`src/rtl/elevator_pkg.sv`:
```
`default_nettype none
// +---------------------------------------------------------------------------+
// | elevator_pkg : state encoding, direction constants, floor-mask helper      |
// | rev 1.0                                                                    |
// +---------------------------------------------------------------------------+
package elevator_pkg;

  typedef enum logic [2:0] {
    IDLE   = 3'd0,
    MOVE   = 3'd1,
    ARRIVE = 3'd2,
    DOOR   = 3'd3,
    BLANK  = 3'd4
  } state_t;

  localparam logic DIR_UP   = 1'b1;
  localparam logic DIR_DOWN = 1'b0;

  localparam int MAX_FLOORS = 32;

  typedef struct packed {
    logic [MAX_FLOORS-1:0] above;
    logic [MAX_FLOORS-1:0] below;
  } floor_masks_t;

  // For a one-hot position, cur-1 sets every bit strictly below it.
  function automatic floor_masks_t floor_masks(input logic [MAX_FLOORS-1:0] cur);
    floor_masks_t m;
    m.below = cur - MAX_FLOORS'(1);
    m.above = ~(cur | m.below);
    return m;
  endfunction

endpackage
`default_nettype wire

```
`src/rtl/elevator_timer.sv`:
```
`default_nettype none
// +---------------------------------------------------------------------------+
// | elevator_timer : loadable down-counter, done while the count is zero       |
// | rev 1.0                                                                    |
// +---------------------------------------------------------------------------+
module elevator_timer #(
  parameter int WIDTH = 4
) (
  input  logic             clk,
  input  logic             reset,
  input  logic             load,
  input  logic [WIDTH-1:0] load_value,
  input  logic             enable,
  output logic             done
);

  logic [WIDTH-1:0] count;

  always_ff @(posedge clk or negedge reset) begin
    if (!reset) begin
      count <= '0;
    end else if (load) begin
      count <= load_value;
    end else if (enable && (count != '0)) begin
      count <= count - WIDTH'(1);
    end
  end

  assign done = (count == '0);

endmodule
`default_nettype wire

```
`src/rtl/elevator_controller.sv`:
```
`default_nettype none
// +---------------------------------------------------------------------------+
// | elevator_controller : car motion/door FSM closing the request-clear loop   |
// | rev 1.0                                                                    |
// +---------------------------------------------------------------------------+
module elevator_controller
  import elevator_pkg::*;
#(
  parameter int N           = 6,
  parameter int MOVE_CYCLES = 50,
  parameter int DOOR_CYCLES = 100
) (
  input  logic         clk,
  input  logic         reset,
  input  logic [N-1:0] up,
  input  logic [N-1:0] down,
  input  logic [N-1:0] req_in,
  input  logic         close_button,
  input  logic         open_button,
  output logic [N-1:0] cur_floor,
  output logic         dir_up,
  output logic         moving_up,
  output logic         moving_down,
  output logic         door_open,
  output logic         clear_stop,
  output logic         clear_up,
  output logic         clear_down,
  output logic         clear_door,
  output logic         clear_all_up,
  output logic         clear_all_down
);

  localparam int MAX_CYCLES = (MOVE_CYCLES > DOOR_CYCLES) ? MOVE_CYCLES : DOOR_CYCLES;
  localparam int TIMER_W    = $clog2(MAX_CYCLES + 1);
  localparam logic [TIMER_W-1:0] MOVE_LOAD = TIMER_W'(MOVE_CYCLES - 1);
  localparam logic [TIMER_W-1:0] DOOR_LOAD = TIMER_W'(DOOR_CYCLES - 1);

  state_t               state, state_next;
  logic [N-1:0]         cur_next;
  logic                 dir_next;
  logic                 stop_next, up_next, down_next, door_next;
  logic                 timer_load, timer_enable, timer_done;
  logic [TIMER_W-1:0]   timer_value;

  logic [MAX_FLOORS-1:0] cur_ext, req_ext;
  floor_masks_t          masks;
  logic                  above, below, ahead, stop_here, busy;
  logic [N-1:0]          dir_calls, opp_calls;

  always_comb begin
    cur_ext = '0;
    cur_ext[N-1:0] = cur_floor;
    req_ext = '0;
    req_ext[N-1:0] = up | down | req_in;
  end

  assign masks = floor_masks(cur_ext);
  assign above = |(req_ext & masks.above);
  assign below = |(req_ext & masks.below);
  assign ahead = dir_up ? above : below;

  // Opposite-direction calls at this floor wait until nothing lies ahead, so
  // a car stopping on the way keeps them pending for the return sweep.
  assign dir_calls = dir_up ? up : down;
  assign opp_calls = dir_up ? down : up;
  assign stop_here = (|((req_in | dir_calls) & cur_floor)) ||
                     ((|(opp_calls & cur_floor)) && !ahead);

  // Request vectors are stale while a clear is in flight.
  assign busy = clear_stop | clear_up | clear_down | clear_door;

  assign clear_all_up   = 1'b0;
  assign clear_all_down = 1'b0;

  elevator_timer #(
    .WIDTH(TIMER_W)
  ) u_timer (
    .clk       (clk),
    .reset     (reset),
    .load      (timer_load),
    .load_value(timer_value),
    .enable    (timer_enable),
    .done      (timer_done)
  );

  always_comb begin
    state_next   = state;
    cur_next     = cur_floor;
    dir_next     = dir_up;
    stop_next    = 1'b0;
    up_next      = 1'b0;
    down_next    = 1'b0;
    door_next    = 1'b0;
    timer_load   = 1'b0;
    timer_value  = DOOR_LOAD;
    timer_enable = (state == MOVE) || (state == DOOR);
    moving_up    = 1'b0;
    moving_down  = 1'b0;
    door_open    = 1'b0;

    case (state)
      IDLE: begin
        if (!busy) begin
          if (open_button) begin
            door_next  = 1'b1;
            timer_load = 1'b1;
            state_next = DOOR;
          end else if (stop_here) begin
            up_next    = ahead && dir_up;
            down_next  = ahead && !dir_up;
            stop_next  = !ahead;
            timer_load = 1'b1;
            state_next = DOOR;
          end else if (above || below) begin
            dir_next    = above ? DIR_UP : DIR_DOWN;
            timer_load  = 1'b1;
            timer_value = MOVE_LOAD;
            state_next  = MOVE;
          end
        end
      end

      MOVE: begin
        moving_up   = dir_up;
        moving_down = !dir_up;
        if (timer_done) begin
          if (dir_up && !cur_floor[N-1]) begin
            cur_next = cur_floor << 1;
          end else if (!dir_up && !cur_floor[0]) begin
            cur_next = cur_floor >> 1;
          end
          state_next = ARRIVE;
        end
      end

      ARRIVE: begin
        if (!busy) begin
          if (stop_here) begin
            up_next    = ahead && dir_up;
            down_next  = ahead && !dir_up;
            stop_next  = !ahead;
            if (!ahead && (dir_up ? below : above)) begin
              dir_next = !dir_up;
            end
            timer_load = 1'b1;
            state_next = DOOR;
          end else if (ahead) begin
            timer_load  = 1'b1;
            timer_value = MOVE_LOAD;
            state_next  = MOVE;
          end else begin
            state_next = IDLE;
          end
        end
      end

      DOOR: begin
        door_open = 1'b1;
        if (!busy && open_button) begin
          door_next  = 1'b1;
          timer_load = 1'b1;
        end else if (!busy && close_button) begin
          // Expire on the next cycle so the door stays open through the pulse.
          door_next   = 1'b1;
          timer_load  = 1'b1;
          timer_value = '0;
        end else if (!busy && stop_here) begin
          up_next    = ahead && dir_up;
          down_next  = ahead && !dir_up;
          stop_next  = !ahead;
          timer_load = 1'b1;
        end else if (timer_done) begin
          state_next = BLANK;
        end
      end

      BLANK: begin
        state_next = IDLE;
      end

      default: begin
        state_next = IDLE;
      end
    endcase
  end

  always_ff @(posedge clk or negedge reset) begin
    if (!reset) begin
      state      <= IDLE;
      cur_floor  <= N'(1);
      dir_up     <= DIR_UP;
      clear_stop <= 1'b0;
      clear_up   <= 1'b0;
      clear_down <= 1'b0;
      clear_door <= 1'b0;
    end else begin
      state      <= state_next;
      cur_floor  <= cur_next;
      dir_up     <= dir_next;
      clear_stop <= stop_next;
      clear_up   <= up_next;
      clear_down <= down_next;
      clear_door <= door_next;
    end
  end

  always_ff @(posedge clk) begin
    if (reset && (state == MOVE) && timer_done) begin
      assert (dir_up ? !cur_floor[N-1] : !cur_floor[0]);
    end
  end

endmodule
`default_nettype wire

```
`config.mk`:
```
export PLATFORM = sky130hd
export DESIGN_NAME = elevator_controller
export DESIGN_NICKNAME = d
export VERILOG_FILES = /design/src/rtl/elevator_pkg.sv /design/src/rtl/elevator_timer.sv /design/src/rtl/elevator_controller.sv
export SDC_FILE = /design/constraint.sdc
export NUM_CORES = 1
export LEC_CHECK = 0
export ABC_AREA = 1
export BUFFER_PORTS_ARGS = -buffer_cell sky130_fd_sc_hd__buf_4
export CAP_MARGIN = 5
export CORE_MARGIN = 3
export CORE_UTILIZATION = 23
export CTS_BUF_LIST = sky130_fd_sc_hd__clkbuf_4
export CTS_CLUSTER_SIZE = 30
export DETAILED_ROUTE_END_ITERATION = 8
export GPL_ROUTABILITY_DRIVEN = 1
export PLACE_DENSITY = 0.36
export SETUP_SLACK_MARGIN = 0.15
export SKIP_LAST_GASP = 1
export SLEW_MARGIN = 20
export SYNTH_ARGS = -nofsm -noshare
export SYNTH_HDL_FRONTEND = slang
export SYNTH_SLANG_ARGS = --single-unit
```
`constraint.sdc`:
```
create_clock -name clk -period 2.9 [get_ports clk]
set_input_delay 0.29 -clock clk [delete_from_list [all_inputs] [get_ports clk]]
set_output_delay 0.29 -clock clk [all_outputs]
set_load 0.03 [all_outputs]
```
### Word-level counts from Yosys, hierarchy flattened

Index checks and enable logic that the tools add are counted.

* register bits: 21
* output and inout bits: 16
* logic and storage cells: 152

* add/sub/neg operators: 2
* eq/ne operators: 16
* muxes and demuxes: 83
* bitwise gates (word level): 12
* reduce and logical (&&, ||, !) cells: 31

Operator list (count)
* 7-bit 2-to-1 mux: 11
* 6-bit by 32-bit bitwise AND with 32-bit output: 2
* 32-bit OR reduction: 2
* 1-bit 2-to-1 mux: 49
* 32-bit NOT: 1
* 6-bit by 32-bit bitwise OR with 32-bit output: 1
* 3-bit 2-to-1 mux: 10
* 6-bit 2-to-1 mux: 4
* 2-bit != test (second input constant): 12
* 7-bit one-hot mux with 3 select lines: 1
* 6-bit bitwise OR: 3
* 8-bit AND reduction: 2
* 6-bit bitwise AND: 2
* 1-bit one-hot mux with 3 select lines: 4
* 3-bit one-hot mux with 4 select lines: 1
* 6-bit OR reduction: 2
* 1-bit logical AND: 10
* 7-bit logical NOT: 1
* 7-bit nonzero test: 1
* 6-bit by 1-bit subtractor with 7-bit output (second input constant): 1
* 7-bit by 1-bit subtractor with 7-bit output (second input constant): 1
* 3-bit by 2-bit equality test with 1-bit output (second input constant): 2
* 2-bit nonzero test: 3
* 1-bit logical NOT: 5
* 8 further kinds: 13

### Longest topological paths before layout

* depth in word-level cells: 15
* mapped depth: 17
* mapped depth without buffers: 17

### Hierarchy

A second synthesis with hierarchy kept.

* cells, all modules: 319
* area total of the unflattened synthesis: 1968.1 µm²

By module, submodules not included
* elevator_controller: instances 1, cells an instance 244, area each 1482.7 µm², sequential area each 352.8 µm²
* elevator_timer: instances 1, cells an instance 75, area each 485.5 µm², sequential area each 175.2 µm²

### Least setup slack after synthesis

OpenSTA, ideal clock, no wires.

* path kind: flip-flop to flip-flop
* start: register cur_floor[0]
* end: register u_timer.count[1]
* arrival: 2.299 ns
* data required time: 2.784 ns
* slack: 0.485 ns
* stages on the path, launching flop included: 17
* cell sequence: dfstp_2 -> inv_1 -> ha_1 -> inv_1 -> ha_1 -> nand2_1 -> nand2_1 -> nor2_1 -> nand2_1 -> nor2_1 -> nand4_1 -> nand2_2 -> nand3_4 -> inv_2 -> nand2_4 -> nand2_1 -> nand2_1

* cells in the longest elaborated chain, start to end: 15
* elaborated cells between the ends (all ways): 38
* those cells by class: add/sub (1); mux (21); bitwise (6); reduce/logical (10)

Ends and longest elaborated chain
* from (decl): line elevator_controller.sv:20 `output logic [N-1:0] cur_floor,`
* from (signal assigned): line elevator_controller.sv:198 `cur_floor <= cur_next;`
* 6-bit by 1-bit subtractor with 7-bit output: line elevator_pkg.sv:29 `m.below = cur - MAX_FLOORS'(1);`
* 6-bit by 32-bit bitwise OR with 32-bit output: line elevator_pkg.sv:30 `m.above = ~(cur | m.below);`
* 32-bit NOT: line elevator_pkg.sv:30
* 6-bit by 32-bit bitwise AND with 32-bit output: line elevator_controller.sv:58 `assign above = |(req_ext & masks.above);`
* 32-bit OR reduction: line elevator_controller.sv:58
* 1-bit 2-to-1 mux: line elevator_controller.sv:60 `assign ahead = dir_up ? above : below;`
* 1-bit logical NOT: line elevator_controller.sv:67 `((|(opp_calls & cur_floor)) && !ahead);`
* 1-bit logical AND: line elevator_controller.sv:67
* 1-bit logical OR: line elevator_controller.sv:66 `assign stop_here = (|((req_in | dir_calls) & cur_floor)) ||`
* 1-bit logical AND: line elevator_controller.sv:167 `end else if (!busy && stop_here) begin`
* 1-bit 2-to-1 mux: line elevator_controller.sv:167
* 1-bit 2-to-1 mux: line elevator_controller.sv:162 `end else if (!busy && close_button) begin`
* 1-bit 2-to-1 mux: line elevator_controller.sv:159 `if (!busy && open_button) begin`
* 1-bit one-hot mux with 3 select lines: line elevator_controller.sv:101 `case (state)`
* 7-bit 2-to-1 mux or 2-bit nonzero test (tied branches)
* to (signal assigned): line elevator_timer.sv:23 `count <= load_value;`
* to (signal assigned): line elevator_timer.sv:25 `count <= count - WIDTH'(1);`
* to (decl): line elevator_timer.sv:17 `logic [WIDTH-1:0] count;`

Several ways; a longest one is shown, not always the timed one.
A chain may end at the register's enable or synchronous reset.

### Final worst setup path

* start: register cur_floor[0]
* end: register u_timer.count[5]

Same word-level chain as after synthesis.

==> run_results.csv <==
group,metric,value,unit
clocking,clk_latency,0.32,ns
clocking,cts_buffers,3,
setup_path,crit_type,"reg -> reg",
setup_path,crit_cells,16,
sta,min_period,2.46,ns
power_and_ir_drop,p_total,1.89,mW
setup_path,endpoint_kind,"flop",
routing,wl_per_cell,12.9,um
yosys,yosysWarnings,0,
setup_path,startpoint_type,"flop",
setup_path,crit_path_max_fanout,7,
sta,maxSlewViolCount,0,
routing,route.detailed.drc,0,
sta,fmax,406,MHz
clocking,clock-sinks,21,
sta,relSlewSlack,58.1,%
sta,whs,0.242,ns
place,place_congestion,0.859,
power_and_ir_drop,p_per_area,828,nW/um2
yosys,synth_top_area_share,25.6,%
global_route,grt-ovfl-total,0,
sta,setup_tns,0,ns
global_route,antenna_found_initial,0,
layout,area_delta_synth_final,22.9,%
flow_run,cap_violations,0,
global_route,grt_first_pass_wirelength,9270,um
yosys,yosysMostFrequentCell,"nand2_1",
setup_path,rrSetupSlack,0.44,ns
sta,tightest_slew,0.623,ns
layout,seq_area,528,um2
yosys,synth_common_cells,"nand2_1, nor2_1, inv_1",
clocking,ctsLongestPathBuffers,2,
global_route,grt_use_met3,1.56,%
sta,rsz0062_at_grt,"false",
yosys,ys.flop_type,"dfrtp_1",
die,rows,32,
clocking,cts_tree,"yes",
yosys,syn_inst,291,
layout,nets,362,
yosys,avgSynthCellArea,6.38,um2
power_and_ir_drop,ir_worst_vdd,0.358,mV
setup_path,critPathMostFrequentCell,"nand2_1",
global_route,met1_usage,19.0,%
layout,drive_above_1_share,19.0,%
clocking,root_buffer,"clkbuf_4",
place,port_buffers,35,
yosys,synthArstFlopShare,100,%
place,hpwl,4450,um
run_status,outcome,"complete, no violations",
routing,vias_per_cell,4.35,
die,die_x,95.8,um
setup_path,arrival,2.69,ns
setup_path,cp.required,3.13,ns
routing,drt_wl_total,5580,um
die,die_area,9180,um2
die,core-area,7770,um2
yosys,ys_ff_latch,21,
setup_path,cp_cell_sequence,"inv_1 > ha_1 > inv_1 > ha_1 > nand2_1 > nand2_1 > nor2_2 > nand3_1 > nand2_2 > nand3b_1 > nand3_2 > nand3_4 > inv_2 > nand2_4 > nand2_1 > nand2_1",
die,ioPinCount,38,
setup_path,rr_startpoint,"cur_floor[0]",
setup_path,r2r_cells,16,
global_route,grt_pass1_vias,1866,
routing,route.vias.total,1882,
global_route,grt_max_degree,22,
clocking,clk_pin_slew,0.14,ns
setup_path,endpoint,"u_timer.count[5]",
yosys,synth_area_leaders,"dfrtp_1, nand2_1, nor2_1",
yosys,yosysTopAreaCell,"dfrtp_1",
setup_path,critPathBufInv,3,
setup_path,cp-startpoint,"cur_floor[0]",
sta,finalClockSkew,0.00437,ns
global_route,track_usage,12.9,%
power_and_ir_drop,leakagePower,1.20,nW
layout,multiInputGateArea,1140,um2
routing,drt_iter0_drc,64,
routing,dr.pass1.iters,4,
yosys,syn_area,1860,um2
layout,n_antenna_cell,0,
setup_path,slowest_stage,"dfstp_2",
global_route,grt.busiest_layer,"met2",
die,dieHeight,95.8,um
setup_path,critPathTopFamily,"simple AND/OR/NAND/NOR gates",
setup_path,slowest_delay,0.59,ns
yosys,synth_edf_count,0,
setup_path,r2r_end,"u_timer.count[5]",
layout,nFillCells,886,
die,initial_core_util,23.9,%
routing,antenna_left,0,
global_route,grt_use_met2,19.9,%
worst_hold_path,min_path_type,"in -> reg",
sta,finalSetupViolCount,0,
yosys,ys_seq_area_share,28.5,%
sta,final-hold-violation-count,0,
clocking,ctsHtreeMaxLevel,1,
yosys,synth_cell_types,37,
sta,period_share,85.0,%
==> how the worst min path moves through the flow <==
stage	from	end	slack [ns]	depth (start not counted)
2_1_floorplan	reset	clear_door	-0.006	0
3_3_place_gp	reset	clear_up	0.21	1
3_5_place_dp	reset	clear_up	0.21	1
4_1_cts	open_button	clear_door	0.23	3
5_1_grt	open_button	clear_door	0.25	3
6_report	open_button	clear_door	0.24	3
==> what timing repair did <==
| action | CTS | global route |
|---|---|---|
| endpoints found under the setup margin | 0 | 9 |
| resized for setup | 0 | 5 |
| endpoints found under the hold margin | 19 | 0 |
| hold buffers | 1 | 0 |
| setup buffers | 0 | 0 |
==> logic make-up after synthesis <==
group / after synthesis / synth area share (%)
AOI/OAI and AO/OA: 37 / 11.0
xor gates and xnor gates: 6 / 2.83
adders and majority gates: 8 / 5.39
buffers and inverters: 46 / 11.3
DFF: 21 / 28.5
other: 1 / 0.202
and+or+nand+nor: 172 / 40.9
==> placed cells by master (no fill, tap or decap), types with 2 or more instances in the layout <==
cell      instances
dfstp_2           2
nor2_1           44
clkbuf_4          3
nand2_1          86
a21oi_1           9
xor2_1            4
nand2_2           6
inv_1            38
nor2_2            2
buf_4            40
a21boi_0          2
conb_1            2
nand4_1           8
nor3_1            2
inv_2             2
o21ai_1           2
dfrtp_1          19
nand3_1          15
nor2_4            2
o21ai_0          19
xnor2_1           2
ha_1              8
==> sequential cells by signal, indices dropped and copies added, names as in the netlist <==
signal	cells
clear_stop	1
clear_down	1
cur_floor	6
state	3
u_timer.count	7
clear_up	1
dir_up	1
clear_door	1
==> per-layer routing <==
metal  routed length, um  part of all wire (%)  vias up
met3                 194                   3.5        4
met5                   0                     0        -
met1                2900                    52      839
met4                  70                   1.3        0
li1                    -                     -     1005
met2                2420                    43       34
==> where the power goes <==
group | internal [mW] | leakage [nW] | switching, mW
combinational | 0.438 | 0.913 | 0.815
sequential | 0.385 | 0.268 | 0.0929
clock | 0.0516 | 0.0177 | 0.107
==> layout make-up <==
class                      count  share of cell area, %
clock inverter                 1                  0.219
multi-input combinational    225                   49.9
inverter                      40                   6.58
sequential                    21                   23.1
clock buffer                   3                  0.987
tap                          102                   5.60
timing repair buffer          41                   13.6
==> worst min-delay path: stages <==
cell and delay, ns:
buf_4 0.13, nand2_1 0.06, a21oi_1 0.05
==> metrics by stage <==
step                instance area (um2)  worst slack, ns  std cells  util, %
finish                             2280            0.435        433     29.4
global route                       2280            0.150        433     29.4
CTS                                2270            0.250        433     29.2
detailed placement                 2230            0.274        428     28.7
global placement                   2230            0.254        428     28.7
floorplan                          1860            0.485        292        -
Note: power is estimated with default switching activity, not from simulation.
